===== src/rtl/seq110_defs.sv =====
// State encodings for the "110" pattern generator and its detector-side peers.
package seq110_defs;

  typedef enum logic [2:0] {
    IDLE = 3'd0,
    B1   = 3'd1,
    B2   = 3'd2,
    B0   = 3'd3,
    GAP  = 3'd4,
    DONE = 3'd5
  } state_t;

endpackage


===== src/rtl/seq_down_cnt.sv =====
// Loadable unsigned down-counter that saturates at zero instead of wrapping.
module seq_down_cnt #(
  parameter int W = 4
) (
  input  logic         clk,
  input  logic         rst,
  input  logic         load,
  input  logic [W-1:0] load_val,
  input  logic         dec,
  output logic [W-1:0] cnt,
  output logic         zero
);

  always_ff @(posedge clk or negedge rst) begin
    if (!rst)
      cnt <= '0;
    else if (load)
      cnt <= load_val;
    else if (dec && !zero)
      cnt <= cnt - W'(1);
  end

  always_comb zero = (cnt == '0);

endmodule


===== src/rtl/seq110_gen.sv =====
// Emits count back-to-back "110" patterns separated by gap idle zeros, then a done pulse.
module seq110_gen
  import seq110_defs::*;
#(
  parameter int CNT_W = 4,
  parameter int GAP_W = 3
) (
  input  logic             clk,
  input  logic             rst,
  input  logic             start,
  input  logic [CNT_W-1:0] count,
  input  logic [GAP_W-1:0] gap,
  output logic             dout,
  output logic             busy,
  output logic             done
);

  state_t             state, state_nx;
  logic [GAP_W-1:0]   gap_len;
  logic               rem_load, rem_dec, gap_load, gap_dec;
  logic [CNT_W-1:0]   rem_cnt;
  logic [GAP_W-1:0]   gap_cnt;
  logic               rem_zero, gap_zero;

  seq_down_cnt #(.W(CNT_W)) u_rem_cnt (
    .clk      (clk),
    .rst      (rst),
    .load     (rem_load),
    .load_val (count),
    .dec      (rem_dec),
    .cnt      (rem_cnt),
    .zero     (rem_zero)
  );

  seq_down_cnt #(.W(GAP_W)) u_gap_cnt (
    .clk      (clk),
    .rst      (rst),
    .load     (gap_load),
    .load_val (gap_len),
    .dec      (gap_dec),
    .cnt      (gap_cnt),
    .zero     (gap_zero)
  );

  always_ff @(posedge clk or negedge rst) begin
    if (!rst) begin
      state   <= IDLE;
      gap_len <= '0;
    end else begin
      state <= state_nx;
      if (state == IDLE && start)
        gap_len <= gap;
    end
  end

  // The zero terms only guard against a counter that was never loaded.
  always_comb begin
    state_nx = state;
    rem_load = 1'b0;
    rem_dec  = 1'b0;
    gap_load = 1'b0;
    gap_dec  = 1'b0;
    unique case (state)
      IDLE: begin
        if (start) begin
          if (count != '0) begin
            rem_load = 1'b1;
            state_nx = B1;
          end else begin
            state_nx = DONE;
          end
        end
      end
      B1: state_nx = B2;
      B2: state_nx = B0;
      B0: begin
        rem_dec = 1'b1;
        if (rem_zero || rem_cnt == CNT_W'(1)) begin
          state_nx = DONE;
        end else if (gap_len == '0) begin
          state_nx = B1;
        end else begin
          gap_load = 1'b1;
          state_nx = GAP;
        end
      end
      GAP: begin
        gap_dec = 1'b1;
        if (gap_zero || gap_cnt == GAP_W'(1))
          state_nx = B1;
      end
      DONE: state_nx = IDLE;
      default: state_nx = IDLE;
    endcase
  end

  always_comb begin
    dout = (state == B1) || (state == B2);
    busy = (state == B1) || (state == B2) || (state == B0) || (state == GAP);
    done = (state == DONE);
  end

endmodule


===== config.mk =====
export PLATFORM = sky130hd
export DESIGN_NAME = seq110_gen
export DESIGN_NICKNAME = d
export VERILOG_FILES = /design/src/rtl/seq110_defs.sv /design/src/rtl/seq_down_cnt.sv /design/src/rtl/seq110_gen.sv
export SDC_FILE = /design/constraint.sdc
export NUM_CORES = 1
export LEC_CHECK = 0
export ABC_AREA = 1
export BUFFER_PORTS_ARGS = -buffer_cell sky130_fd_sc_hd__buf_2
export CORE_MARGIN = 2
export CORE_UTILIZATION = 49
export CTS_CLUSTER_DIAMETER = 30
export DETAILED_ROUTE_END_ITERATION = 12
export PLACE_DENSITY_LB_ADDON = 0.3
export SYNTH_ARGS = -nofsm -noshare
export SYNTH_HDL_FRONTEND = slang
export SYNTH_SLANG_ARGS = --single-unit
export TNS_END_PERCENT = 50

===== constraint.sdc =====
create_clock -name clk -period 1.54 [get_ports clk]
set_clock_uncertainty 0.1 [all_clocks]
set_input_delay 0.077 -clock clk [delete_from_list [all_inputs] [get_ports clk]]
set_output_delay 0.077 -clock clk [all_outputs]
set_load 0.01 [all_outputs]

Word-level counts from Yosys, hierarchy flattened
Index checks and enable logic that the tools add are counted.
{"block": "totals", "wordCells": 51, "input_bits": 10, "output_inout_bits": 3, "register_bits": 13}
{"block": "op_classes", "n_eq_ne": 9, "n_mux": 18, "reduce_logical": 18, "addsub": 2}
{"op": "3-bit two-way mux", "n": 7}
{"op": "3-bit case mux with 5 select lines", "n": 1}
{"op": "3-bit zero test", "n": 3}
{"op": "1-bit two-way mux", "n": 8}
{"op": "4-bit two-way mux", "n": 2}
{"op": "3-bit by 1-bit == test with 1-bit output, second input constant", "n": 2}
{"op": "3-bit by 2-bit == test with 1-bit output, second input constant", "n": 2}
{"op": "3-bit == test, second input constant", "n": 2}
{"op": "1-bit logical OR", "n": 5}
{"op": "4-bit by 1-bit == test with 1-bit output, second input constant", "n": 1}
{"op": "4-bit zero test", "n": 1}
{"op": "2-bit != test, second input constant", "n": 2}
{"op": "2-bit nonzero test", "n": 2}
{"op": "4-bit nonzero test", "n": 1}
{"op": "4-bit by 1-bit subtractor with 4-bit output, second input constant", "n": 1}
{"op": "1-bit logical AND", "n": 3}
{"op": "3-bit by 1-bit subtractor with 3-bit output, second input constant", "n": 1}
{"op": "1-bit zero test", "n": 2}
{"op": "2-bit AND reduction", "n": 1}

Logic depth before layout (Yosys ltp)
Gate-level depths: netlist of the first run.
{"block": "logic_depth", "depth_word": 5, "ltp_mapped": 9, "ltp_nobuf": 9}

By module
From an unflattened synthesis of the first run, not the netlist that was laid out.
{"block": "hier_totals", "hier_cells": 136, "area_unflattened_um2": 902.1}
{"mod": "seq110_gen", "area_per_inst_um2": 414.1, "n_inst": 1, "seq_area_each_um2": 150.1, "cells_per_inst": 63}
{"mod": "seq_down_cnt (u_rem_cnt)", "area_per_inst_um2": 295.3, "n_inst": 1, "seq_area_each_um2": 100.1, "cells_per_inst": 46}
{"mod": "seq_down_cnt (u_gap_cnt)", "area_per_inst_um2": 192.7, "n_inst": 1, "seq_area_each_um2": 75.1, "cells_per_inst": 27}

Worst setup path before layout of the first run
No wires, ideal clock.
{"block": "synth_path", "kind": "register to register", "from": "register u_rem_cnt.cnt[0]", "to": "register u_gap_cnt.cnt[1]", "path_buffers": 0, "setup_time_ns": 0.124, "arrival_time_ns": 1.223, "setup_slack_ns": 0.092, "synth_period_minus_slack_ns": 1.448, "path_stages_with_launch": 7, "cell_sequence": "dfrtp_1 > inv_1 > ha_1 > o21ai_0 > nand3_1 > nand3_1 > nand3_1"}
{"block": "synth_via", "elab_chain_cells": 5, "elab_cells_between_ends": 7}
{"element": "start, declared", "line_no": "seq_down_cnt.sv:10", "rtl": "output logic [W-1:0] cnt,"}
{"element": "start signal, assigned", "line_no": "seq_down_cnt.sv:18", "rtl": "cnt <= load_val;"}
{"element": "start signal, assigned", "line_no": "seq_down_cnt.sv:20", "rtl": "cnt <= cnt - W'(1);"}
{"element": "4-bit by 1-bit == test with 1-bit output or 4-bit zero test (tied branches)", "line_no": "seq110_gen.sv:78, seq_down_cnt.sv:23"}
{"element": "1-bit logical OR (*)", "line_no": "seq110_gen.sv:78", "rtl": "if (rem_zero || rem_cnt == CNT_W'(1)) begin"}
{"element": "1-bit two-way mux (*)", "line_no": "seq110_gen.sv:78"}
{"element": "1-bit two-way mux (*)", "line_no": "seq110_gen.sv:63", "rtl": "unique case (state)"}
{"element": "3-bit two-way mux or 2-bit nonzero test (tied branches)"}
{"element": "end signal, assigned", "line_no": "seq_down_cnt.sv:18"}
{"element": "end signal, assigned", "line_no": "seq_down_cnt.sv:20"}
{"element": "end, declared", "line_no": "seq_down_cnt.sv:10"}
Every way passes the cells marked *; elsewhere a longest branch is shown, timed or not.
A chain may end at the register's enable or synchronous reset.

Worst setup path in the final report of the first run
{"block": "layout_path", "from": "register u_rem_cnt.cnt[0]", "to": "register u_rem_cnt.cnt[0]"}
{"block": "layout_via", "elab_chain_cells": 4, "elab_cells_between_ends": 7}
{"element": "parallel branches: the longest is 4 deep, another holds 4-bit by 1-bit subtractor with 4-bit output"}
Parallel ways; which one is timed is not known. The select of a mux whose other input is x is not followed.

==> results of run 1 <==
[cells in the mapped netlist (all sizes together)]
library cell and number:
a21oi 3, dfrtp 13, ha 5, inv 19, nand2 35, nand3 13, nor2 16, nor3 2
o21ai 9, or2 1, xnor2 3
[timing repair]
| action | in CTS | in global routing |
|---|---|---|
| resized for setup | 1 | 8 |
| endpoints found under the setup margin | 3 | 7 |
| hold buffers | 6 | 0 |
| setup buffers | 0 | 1 |
| pin swaps | 0 | 1 |
| hold endpoints to repair | 18 | 0 |
[per-layer routing]
layer  up-vias  track usage [%]  wire length [µm]  share of wire, %
met3         2             3.57                59               3.4
li1        420                -                 -                 -
met1       368             26.2               745                43
met5         -                0                 0                 0
met4         0             8.82                20               1.2
met2        18             34.4               895                52
[worst paths after layout]
| path | from | end | slack [ns] | cells past startpoint |
|---|---|---|---|---|
| min in group asynchronous | rst | u_gap_cnt.cnt[0]$_DFFE_PN0P_ | 0.12 | 2 |
| max in group asynchronous | rst | state[0]$_DFFE_PN0P_ | 0.97 | 2 |
| max reg2reg | u_rem_cnt.cnt[0]$_DFFE_PN0P_ | u_rem_cnt.cnt[0]$_DFFE_PN0P_ | 0.11 | 8 |
| min | count[1] | u_rem_cnt.cnt[1]$_DFFE_PN0P_ | 0.01 | 5 |
| min reg2reg | gap_len[1]$_DFFE_PN0P_ | u_gap_cnt.cnt[1]$_DFFE_PN0P_ | 0.43 | 2 |
| max | u_rem_cnt.cnt[0]$_DFFE_PN0P_ | u_rem_cnt.cnt[0]$_DFFE_PN0P_ | 0.11 | 8 |
[tightest hold or removal path, delay by kind of cell]
family                 cells  cell delay (ns)
AO/OA/AOI/OAI              2             0.10
buffers and inverters      2             0.14
AND/OR/NAND/NOR            1             0.05
[cell type report]
class	instances	share of cell area, %
Clock buffer	3	2.15
Clock inverter	1	0.478
Inverter	19	6.82
Multi-Input combinational cell	87	44.3
Sequential cell	13	31.3
Tap cell	17	2.03
Timing Repair Buffer	20	12.9
[cell usage in the layout (no fill, tap or decap)]
cell type                       instances
sky130_fd_sc_hd__o21ai_0                4
sky130_fd_sc_hd__clkbuf_4               3
sky130_fd_sc_hd__dfrtp_1               11
sky130_fd_sc_hd__clkinv_2               1
sky130_fd_sc_hd__ha_1                   5
sky130_fd_sc_hd__buf_4                  2
sky130_fd_sc_hd__nor2_2                 3
sky130_fd_sc_hd__dfrtp_2                2
sky130_fd_sc_hd__dlygate4sd3_1          6
sky130_fd_sc_hd__nand3_1               12
sky130_fd_sc_hd__buf_2                 12
sky130_fd_sc_hd__a21oi_1                3
sky130_fd_sc_hd__nand2_2                4
sky130_fd_sc_hd__nor2_1                12
sky130_fd_sc_hd__or2_0                  1
sky130_fd_sc_hd__inv_1                 17
sky130_fd_sc_hd__nand2_1               31
sky130_fd_sc_hd__nor3_1                 2
sky130_fd_sc_hd__inv_2                  2
sky130_fd_sc_hd__nor2_4                 1
sky130_fd_sc_hd__o21ai_1                2
sky130_fd_sc_hd__xnor2_1                3
sky130_fd_sc_hd__o21ai_2                3
sky130_fd_sc_hd__nand3_2                1
[report_power, final]
| group | switching (mW) | total [mW] | internal (mW) |
|---|---|---|---|
| combinational | 0.642 | 1.09 | 0.452 |
| sequential | 0.147 | 0.658 | 0.511 |
| clock | 0.116 | 0.213 | 0.0965 |
[state kept, by name, indices dropped and copies added, names as in the netlist]
signal and flops:
gap_len 3, state 3, u_gap_cnt.cnt 3, u_rem_cnt.cnt 4
[cells by family after synthesis]
kind of cell	Yosys count
AOI/OAI and AO/OA	12
and+or+nand+nor	67
DFF	13
adders and majority gates	5
xor gates and xnor gates	3
buffers and inverters	19
==> flow_summary.yaml, run 1 <==
outcome:
  status: "finished, final reports clean"
worst_setup_path:
  arr_time_crit_path_ns: 1.51
  timing.critical_path.buf_inv: 2
  endpoint_kind: "register"
  kind_of_critical_path: "register to register"
  timing.critical_path.required_ns: 1.62
  crit_top_cell: "sky130_fd_sc_hd__nand2_1"
  critPathMaxFanout: 6
  timing.critical_path.max_delay_family: "simple AND/OR/NAND/NOR gates"
  worst_path_max_delay_cell: "sky130_fd_sc_hd__dfrtp_1"
  critical_path.max_stage_delay_ns: 0.40
  cp_cell_sequence: "inv_1 > ha_1 > buf_4 > nand2_1 > nand2_2 > nand2_2 > nand2_1 > nand2_1"
  crit_path_start_kind: "register"
power_and_ir_drop:
  static-leakage-power_nw: 0.554
  total_power_mw: 1.97
  power.density_nw_per_um2: 1880
  ir_drop_uv: 970
global_routing:
  number_of_global_route_vias_before_repair: 747
  grt_first_pass_wirelength_um: 3060
  grtUsageTotal_pct: 20.7
  grt_start_max_net_pins: 14
  grt_overflow: 0
  grt_antenna_before_repair: 0
logic_synthesis:
  synth.top_cell.area_share_pct: 38.5
  synthesis.instances: 119
  yosysUniqueCellTypes: 17
  synthesis.yosys.warnings: 0
  synth-seq-cells: 13
  synth-seq-area-share_pct: 38.5
  syn_std_cell_area_um2: 846
  synth-adder-area-share_pct: 7.40
  post_synth_mux_area_share_pct: 0
  netlist.top_cell.by_area: "sky130_fd_sc_hd__dfrtp_1"
  syn_area_per_cell_um2: 7.11
  post_synth_and_or_nand_nor_area_fraction_pct: 34.6
  synth_compound_gate_area_share_pct: 7.99
  post_synth_xor_area_fraction_pct: 3.11
  combinational_family_with_the_most_area_after_synthesis: "simple AND/OR/NAND/NOR gates"
  synth_area_leaders: "sky130_fd_sc_hd__dfrtp_1, sky130_fd_sc_hd__nand2_1, sky130_fd_sc_hd__inv_1"
  syn_nets: 134
die:
  num_io_pins: 13
  chipWidth_um: 45.5
  fp.coreArea_um2: 1670
  die_area_um2: 2070
  initial_core_util_pct: 50.6
  die_h_um: 45.5
  floorplan_row_count: 15
drt:
  ant_nets: 0
  detail_route.wl_per_cell_um: 10.8
  postRouteWirelength_um: 1720
  drt_iter0_markers: 6
  via_per_inst: 5.05
  route.vias.total: 808
  detail_route.drc_violations: 0
  detailedRoute.firstPassIterationCount: 4
place:
  place.detailed.instances: 149
  placed_cell_area_um2: 935
  dp_worst_setup_slack_ns: -0.0333
  gpl.final_weighted_congestion: 0.762
  numPortBuffers: 12
  hpwlAfterDp_um: 1290
clock_network:
  cts_made_buffers: 3
  cts.root.buffer_cell: "sky130_fd_sc_hd__clkbuf_4"
  tritoncts: "yes"
  clock_insertion_delay_worst_skew_ns: 0.28
  clk_path_buf_depth: 2
  clock_sink_count: 13
  clk_pin_slew_worst_paths_ns: 0.08
  htree_levels: 1
run:
  timing.max_cap.violations: 0
worst_hold_path:
  min_path_type: "primary input to register"
timing:
  final.period_utilization_pct: 92.7
  timing.slew.headroom_pct: 79.6
  unrepaired_setup_endpoints_after_global_routing: "yes"
  worst_tran_pin_value_ns: 0.307
  slew_viol_final: 0
  final.hold.worst_slack_ns: 0.0125
  timing.final.ws_setup_ns: 0.113
  finalCriticalPeriod_ns: 1.43
  setup_tns_final_ns: 0
  final-hold-violation-count: 0
  setup_viol: 0
  fmax_mhz: 701
finish:
  finalInstanceArea_um2: 1050
  fillers: 157
  layout-drive-gt1-share_pct: 23.8
  multiInputGateArea_um2: 463
  finalCoreUtilization_pct: 62.6
  final_cell_count_no_fill: 160
  syn2layout_area_growth_pct: 23.7
  sequential_cell_area_um2: 328
  antenna-diode-count: 0
  final_nets: 159
Note: power is estimated with default switching activity, not from simulation.
==> inputs of run 2 (changes only) <==
- BUFFER_PORTS_ARGS: -buffer_cell sky130_fd_sc_hd__buf_2 -> -buffer_cell sky130_fd_sc_hd__clkbuf_2
- SLEW_MARGIN: unset -> 10
==> run 2 against run 1 <==
  * Design area decreased by 0.48%
  * Worst setup slack improved by 0.0053 ns
  * Sequential power about the same
  * Sequential share of layout area increased by 0.15 points
  * Count of clock-buffer cells in the layout unchanged
  * Clock power increased by 3%
  * Largest cell class unchanged
  * Largest power group unchanged
==> flow_summary.yaml, run 2 (synthesis gave the netlist of run 1 again) <==
clock_network:
  tritoncts: "yes"
  clock_sink_count: 13
  postCtsSetupBuffers: 0
  htree_levels: 1
  clk_path_buf_depth: 2
  cts.root.buffer_cell: "sky130_fd_sc_hd__clkbuf_4"
  clk_pin_slew_worst_paths_ns: 0.09
  cts_made_buffers: 3
  clock_insertion_delay_worst_skew_ns: 0.28
worst_setup_path:
  endpoint_kind: "register"
  arr_time_crit_path_ns: 1.54
  timing.critical_path.required_ns: 1.66
  reg2reg_to: "u_gap_cnt.cnt[1]$_DFFE_PN0P_"
  r2r_slack_ns: 0.12
  crit_path_start_kind: "register"
  crit_path_end: "u_gap_cnt.cnt[1]$_DFFE_PN0P_"
  critPathMaxFanout: 5
  reg2reg_depth: 8
  critical_path.reg2reg.startpoint: "u_gap_cnt.cnt[0]$_DFFE_PN0P_"
  kind_of_critical_path: "register to register"
  crit_path_start: "u_gap_cnt.cnt[0]$_DFFE_PN0P_"
worst_hold_path:
  hold_path_start: "count[2]"
  min_path_type: "primary input to register"
finish:
  register_with_the_most_flip_flops: "u_rem_cnt.cnt"
  fillers: 150
  layout.cells.most_common_list: "sky130_fd_sc_hd__nand2_1, sky130_fd_sc_hd__inv_1, sky130_fd_sc_hd__nor2_1, sky130_fd_sc_hd__nand3_1, sky130_fd_sc_hd__clkbuf_2"
  sequential_cell_area_um2: 328
  multiInputGateArea_um2: 465
  final_cell_count_no_fill: 159
  largest_register_ff_count: 4
  final_nets: 158
  syn2layout_area_growth_pct: 23.1
  layout-drive-gt1-share_pct: 23.9
  final_common_cell: "sky130_fd_sc_hd__nand2_1"
  antenna-diode-count: 0
timing:
  fmax_mhz: 703
  unrepaired_setup_endpoints_after_global_routing: "no"
  finalCriticalPeriod_ns: 1.42
  setup_viol: 0
  timing.slew.headroom_pct: 77.4
  worst_tran_pin_value_ns: 0.339
  final.hold.worst_slack_ns: 0.0207
  final.period_utilization_pct: 92.3
  slew_viol_final: 0
  timing.final.ws_setup_ns: 0.118
  setup_tns_final_ns: 0
  final-hold-violation-count: 0
die:
  die_h_um: 45.5
  num_io_pins: 13
  die_area_um2: 2070
  floorplan_row_count: 15
  chipWidth_um: 45.5
  fp.coreArea_um2: 1670
  initial_core_util_pct: 50.6
place:
  gpl.final_weighted_congestion: 0.780
  place.detailed.instances: 149
  numPortBuffers: 12
  dp_worst_setup_slack_ns: -0.0147
  hpwlAfterDp_um: 1310
power_and_ir_drop:
  ir_drop_uv: 1050
  power.density_nw_per_um2: 1890
  total_power_mw: 1.96
  static-leakage-power_nw: 0.550
drt:
  maxUsedRoutingLayer: "met4"
  dr_wl_met2_um: 957
  postRouteWirelength_um: 1780
  ant_nets: 0
  detail_route.wirelength.met1_um: 768
  via_per_inst: 4.92
  detail_route.drc_violations: 0
  detail_route.wl_per_cell_um: 11.2
  detailedRoute.firstPassIterationCount: 2
  route.vias.total: 783
  dr_wl_met3_um: 33
  drt_iter0_markers: 4
global_routing:
  number_of_global_route_vias_before_repair: 733
  grt_first_pass_wirelength_um: 2910
  grt_antenna_before_repair: 0
  grt_overflow: 0
  grt_start_max_net_pins: 14
  grtUsageTotal_pct: 19.3
outcome:
  status: "finished, final reports clean"
run:
  timing.max_cap.violations: 0
==> run 2: cell types whose count changed in the layout (fill, tap and decap cells not counted) <==
cell                       delta
sky130_fd_sc_hd__ha_2         +1
sky130_fd_sc_hd__buf_2       -12
sky130_fd_sc_hd__o21ai_1      -1
sky130_fd_sc_hd__ha_1         -1
sky130_fd_sc_hd__o21ai_0      +1
sky130_fd_sc_hd__buf_4        -1
sky130_fd_sc_hd__clkbuf_2    +12
==> run 2: area by class of cell <==
| class | count | share of cell area, % |
|---|---|---|
| Multi-Input combinational cell | 87 | 44.7 |
| Sequential cell | 13 | 31.5 |
| Timing Repair Buffer | 19 | 12.3 |
| Inverter | 19 | 6.85 |
| Clock buffer | 3 | 2.16 |
| Tap cell | 17 | 2.04 |
| Clock inverter | 1 | 0.481 |
==> run 2: what timing repair did <==
| item | CTS | global route |
|---|---|---|
| setup endpoints to repair | 3 | 8 |
| cloned | 0 | 0 |
| gates resized for setup | 1 | 8 |
| endpoints found under the hold margin | 18 | 0 |
| hold buffers | 6 | 0 |
==> run 2: worst min-delay path by stage <==
stage                                         to  slack [ns]  depth (start not counted)
floorplan                 gap_len[0]$_DFFE_PN0P_       -0.32                          0
global placement            state[1]$_DFFE_PN0P_       -0.11                          1
detailed placement          state[0]$_DFFE_PN0P_       -0.10                          1
CTS                 u_rem_cnt.cnt[2]$_DFFE_PN0P_        0.02                          5
global route        u_rem_cnt.cnt[2]$_DFFE_PN0P_        0.03                          5
finish              u_rem_cnt.cnt[2]$_DFFE_PN0P_        0.02                          5
==> run 2: per-stage QoR <==
stage	area [µm²]	utilization, %
floorplan	846	-
global placement	935	56.0
detailed placement	935	56.0
CTS	1020	61.2
global route	1040	62.3
finish	1040	62.3
==> run 2: worst max-delay path, stage by stage, from the launching register on <==
cell	delay (ns)
sky130_fd_sc_hd__dfrtp_1	0.38
sky130_fd_sc_hd__inv_1	0.08
sky130_fd_sc_hd__ha_1	0.20
sky130_fd_sc_hd__inv_1	0.07
sky130_fd_sc_hd__nor2_1	0.05
sky130_fd_sc_hd__nor2_2	0.15
sky130_fd_sc_hd__inv_2	0.07
sky130_fd_sc_hd__or2_0	0.19
sky130_fd_sc_hd__nand3_1	0.07
==> run 2: per-layer routing <==
layer | global-route usage, % | vias up
li1 | - | 415
met1 | 23.8 | 356
met2 | 34.1 | 8
met3 | 2.38 | 4
met4 | 7.06 | 0
met5 | 0 | -
==> run 2: power by group <==
group / leakage [nW] / switching [mW] / internal (mW) / total, mW
clock: 0.0177 / 0.124 / 0.0963 / 0.220
sequential: 0.160 / 0.148 / 0.511 / 0.658
combinational: 0.373 / 0.648 / 0.437 / 1.09
==> inputs of run 3 (changes only) <==
- ABC_AREA: 1 -> 0
==> run 3 against run 2 <==
  * The run now ends with setup timing left
  * Worst hold slack gained 0.021 ns
  * Routed wire length grew 31%
  * Sequential share of layout area shrank 4.9 points
  * Clock power is essentially flat
  * Worst setup slack lost 0.31 ns
  * Design area grew 17%
  * Flip-flop and latch count is the same
  * Register-to-register slack lost 0.31 ns
  * Critical path type unchanged
  * Largest cell class unchanged
  * Count of clock-buffer cells in the layout is the same
  * Critical path depth shrank 3
  * First-iteration DRC count grew 130%
==> flow_summary.yaml, run 3 <==
logic_synthesis:
  synth-adder-area-share_pct: 7.46
  post_synth_xor_area_fraction_pct: 4.18
  syn_std_cell_area_um2: 838
  synth-async-reset-ratio_pct: 100
  post_synth_mux_area_share_pct: 0
  synthesis.yosys.warnings: 0
  synth_area_leaders: "sky130_fd_sc_hd__dfrtp_1, sky130_fd_sc_hd__ha_1, sky130_fd_sc_hd__nand2_1"
  synth_top_flop_cell: "sky130_fd_sc_hd__dfrtp_1"
  netlist.top_cell.by_area: "sky130_fd_sc_hd__dfrtp_1"
  synth.top_cell.area_share_pct: 38.8
  netlist_top_cells_count: "sky130_fd_sc_hd__dfrtp_1, sky130_fd_sc_hd__nand2_1, sky130_fd_sc_hd__inv_1"
  post_synth_and_or_nand_nor_area_fraction_pct: 21.6
  synthesis.instances: 93
  yosysUniqueCellTypes: 38
  synth-edff-count: 0
  syn_area_per_cell_um2: 9.01
  combinational_family_with_the_most_area_after_synthesis: "simple AND/OR/NAND/NOR gates"
  syn_nets: 108
  synth_compound_gate_area_share_pct: 20.3
  synth-seq-cells: 13
  synth-seq-area-share_pct: 38.8
global_routing:
  grt_first_pass_wirelength_um: 3820
  grt_overflow: 0
  grt_antenna_before_repair: 0
  grt_start_max_net_pins: 14
  number_of_global_route_vias_before_repair: 883
  grtUsageTotal_pct: 27.4
die:
  num_io_pins: 13
  fp.coreArea_um2: 1560
  die_h_um: 45.4
  chipWidth_um: 45.4
  die_area_um2: 2060
  floorplan_row_count: 14
  initial_core_util_pct: 53.8
finish:
  register_with_the_most_flip_flops: "u_rem_cnt.cnt"
  multiInputGateArea_um2: 524
  finalCoreUtilization_pct: 78.4
  sequential_cell_area_um2: 325
  antenna-diode-count: 0
  fillers: 95
  final_nets: 148
  final_common_cell: "sky130_fd_sc_hd__buf_4"
  syn2layout_area_growth_pct: 45.8
  largest_register_ff_count: 4
  layout.cells.most_common_list: "sky130_fd_sc_hd__buf_4, sky130_fd_sc_hd__nand2_1, sky130_fd_sc_hd__dfrtp_1"
  layout-drive-gt1-share_pct: 40.9
place:
  hpwlAfterDp_um: 1530
  dp_worst_setup_slack_ns: -0.245
  numPortBuffers: 12
  gpl.final_weighted_congestion: 0.807
worst_setup_path:
  timing.critical_path.required_ns: 1.62
  crit_path_start: "u_rem_cnt.cnt[0]$_DFFE_PN0P_"
  arr_time_crit_path_ns: 1.81
  crit_path_start_kind: "register"
  critical_path.reg2reg.startpoint: "u_rem_cnt.cnt[0]$_DFFE_PN0P_"
  critPathMaxFanout: 4
  kind_of_critical_path: "register to register"
  endpoint_kind: "register"
timing:
  unrepaired_setup_endpoints_after_global_routing: "yes"
  final.period_utilization_pct: 112
  slew_viol_final: 0
  finalCriticalPeriod_ns: 1.73
  fmax_mhz: 578
  setup_tns_final_ns: -0.987
  timing.final.ws_setup_ns: -0.190
  setup_viol: 8
  final-hold-violation-count: 0
  timing.slew.headroom_pct: 67.9
  worst_tran_pin_value_ns: 0.480
clock_network:
  clock_insertion_delay_worst_skew_ns: 0.29
  clk_pin_slew_worst_paths_ns: 0.08
  clk_path_buf_depth: 2
  tritoncts: "yes"
  cts.root.buffer_cell: "sky130_fd_sc_hd__clkbuf_4"
  htree_levels: 1
  cts_made_buffers: 3
  clock_sink_count: 13
worst_hold_path:
  hold_path_start: "count[0]"
  min_path_type: "primary input to register"
drt:
  detail_route.drc_violations: 0
  via_per_inst: 5.82
  drt_iter0_markers: 9
  detailedRoute.firstPassIterationCount: 4
  route.vias.total: 861
  detail_route.wl_per_cell_um: 15.8
  postRouteWirelength_um: 2330
  ant_nets: 0
run:
  timing.max_cap.violations: 0
outcome:
  status: "finished, violations left"
  failed_checks: "setup timing"
power_and_ir_drop:
  static-leakage-power_nw: 0.553
  power.density_nw_per_um2: 2050
  ir_drop_uv: 1160
  total_power_mw: 2.50
[run 3: cell types whose count changed in the layout (fill, tap and decap cells not counted), sizes merged, moves of 3 or more]
cell	delta
buf	+22
inv	-12
nand2	-22
nand3	-13
nor2	-11
nor3	+3
o21ai	-6
o221ai	+4
[run 3: cells by family (layout without fill, tap and decap cells)]
family,count (synthesis),count (layout)
buffers and inverters,13,52
AOI/OAI and AO/OA,23,23
xor gates and xnor gates,4,4
and+or+nand+nor,35,35
adders and majority gates,5,5
DFF,13,13
[run 3: where the power goes]
part	total (mW)	switching [mW]	internal [mW]
logic	1.60	0.778	0.820
clock network	0.219	0.122	0.0967
registers	0.684	0.172	0.512
total	2.50	1.07	1.43
[run 3: path summary, 6_finish.rpt]
kind | endpoint | slack (ns) | cells past startpoint
min in group asynchronous | u_gap_cnt.cnt[0]$_DFFE_PN0P_ | 0.11 | 2
setup reg to reg | u_gap_cnt.cnt[1]$_DFFE_PN0P_ | -0.19 | 5
hold reg to reg | gap_len[1]$_DFFE_PN0P_ | 0.41 | 2
setup / recovery | u_gap_cnt.cnt[1]$_DFFE_PN0P_ | -0.19 | 5
max in group asynchronous | u_rem_cnt.cnt[0]$_DFFE_PN0P_ | 0.98 | 2
hold / removal | u_rem_cnt.cnt[0]$_DFFE_PN0P_ | 0.04 | 3
[run 3: metrics by stage]
stage,instance area [µm²],hold slack (ns),cells
final,1220,0.0420,148
after global routing,1220,0.0782,148
after CTS,1210,0.0468,149
after detailed placement,1030,-0.111,133
after global placement,1030,-0.109,133
after floorplan,867,-0.319,93
[run 3: worst max-delay path: stages (launching register included)]
cell	delay [ns]
sky130_fd_sc_hd__dfrtp_1	0.44
sky130_fd_sc_hd__inv_2	0.08
sky130_fd_sc_hd__ha_4	0.17
sky130_fd_sc_hd__or2_4	0.25
sky130_fd_sc_hd__a211o_1	0.28
sky130_fd_sc_hd__a221o_1	0.30
[run 3: what timing repair did]
item	CTS	global route
gates resized for setup	12	6
hold buffers	7	0
pin swaps	5	2
buffers inserted	5	0
setup endpoints to repair	11	11
endpoints found under the hold margin	19	0
[run 3: area by class of cell]
type                            instances  area share, %
Clock buffer                            3           1.84
Clock inverter                          1          0.409
Inverter                                7           2.15
Multi-Input combinational cell         67           42.9
Sequential cell                        13           26.6
Tap cell                               16           1.64
Timing Repair Buffer                   41           24.5
[run 3: per-layer routing]
| layer | part of all wire, % | global-route usage (%) |
|---|---|---|
| met4 | 2.3 | 12.9 |
| met2 | 51 | 47.1 |
| met3 | 4.1 | 8.80 |
| met5 | 0 | 0 |
| met1 | 42 | 30.3 |
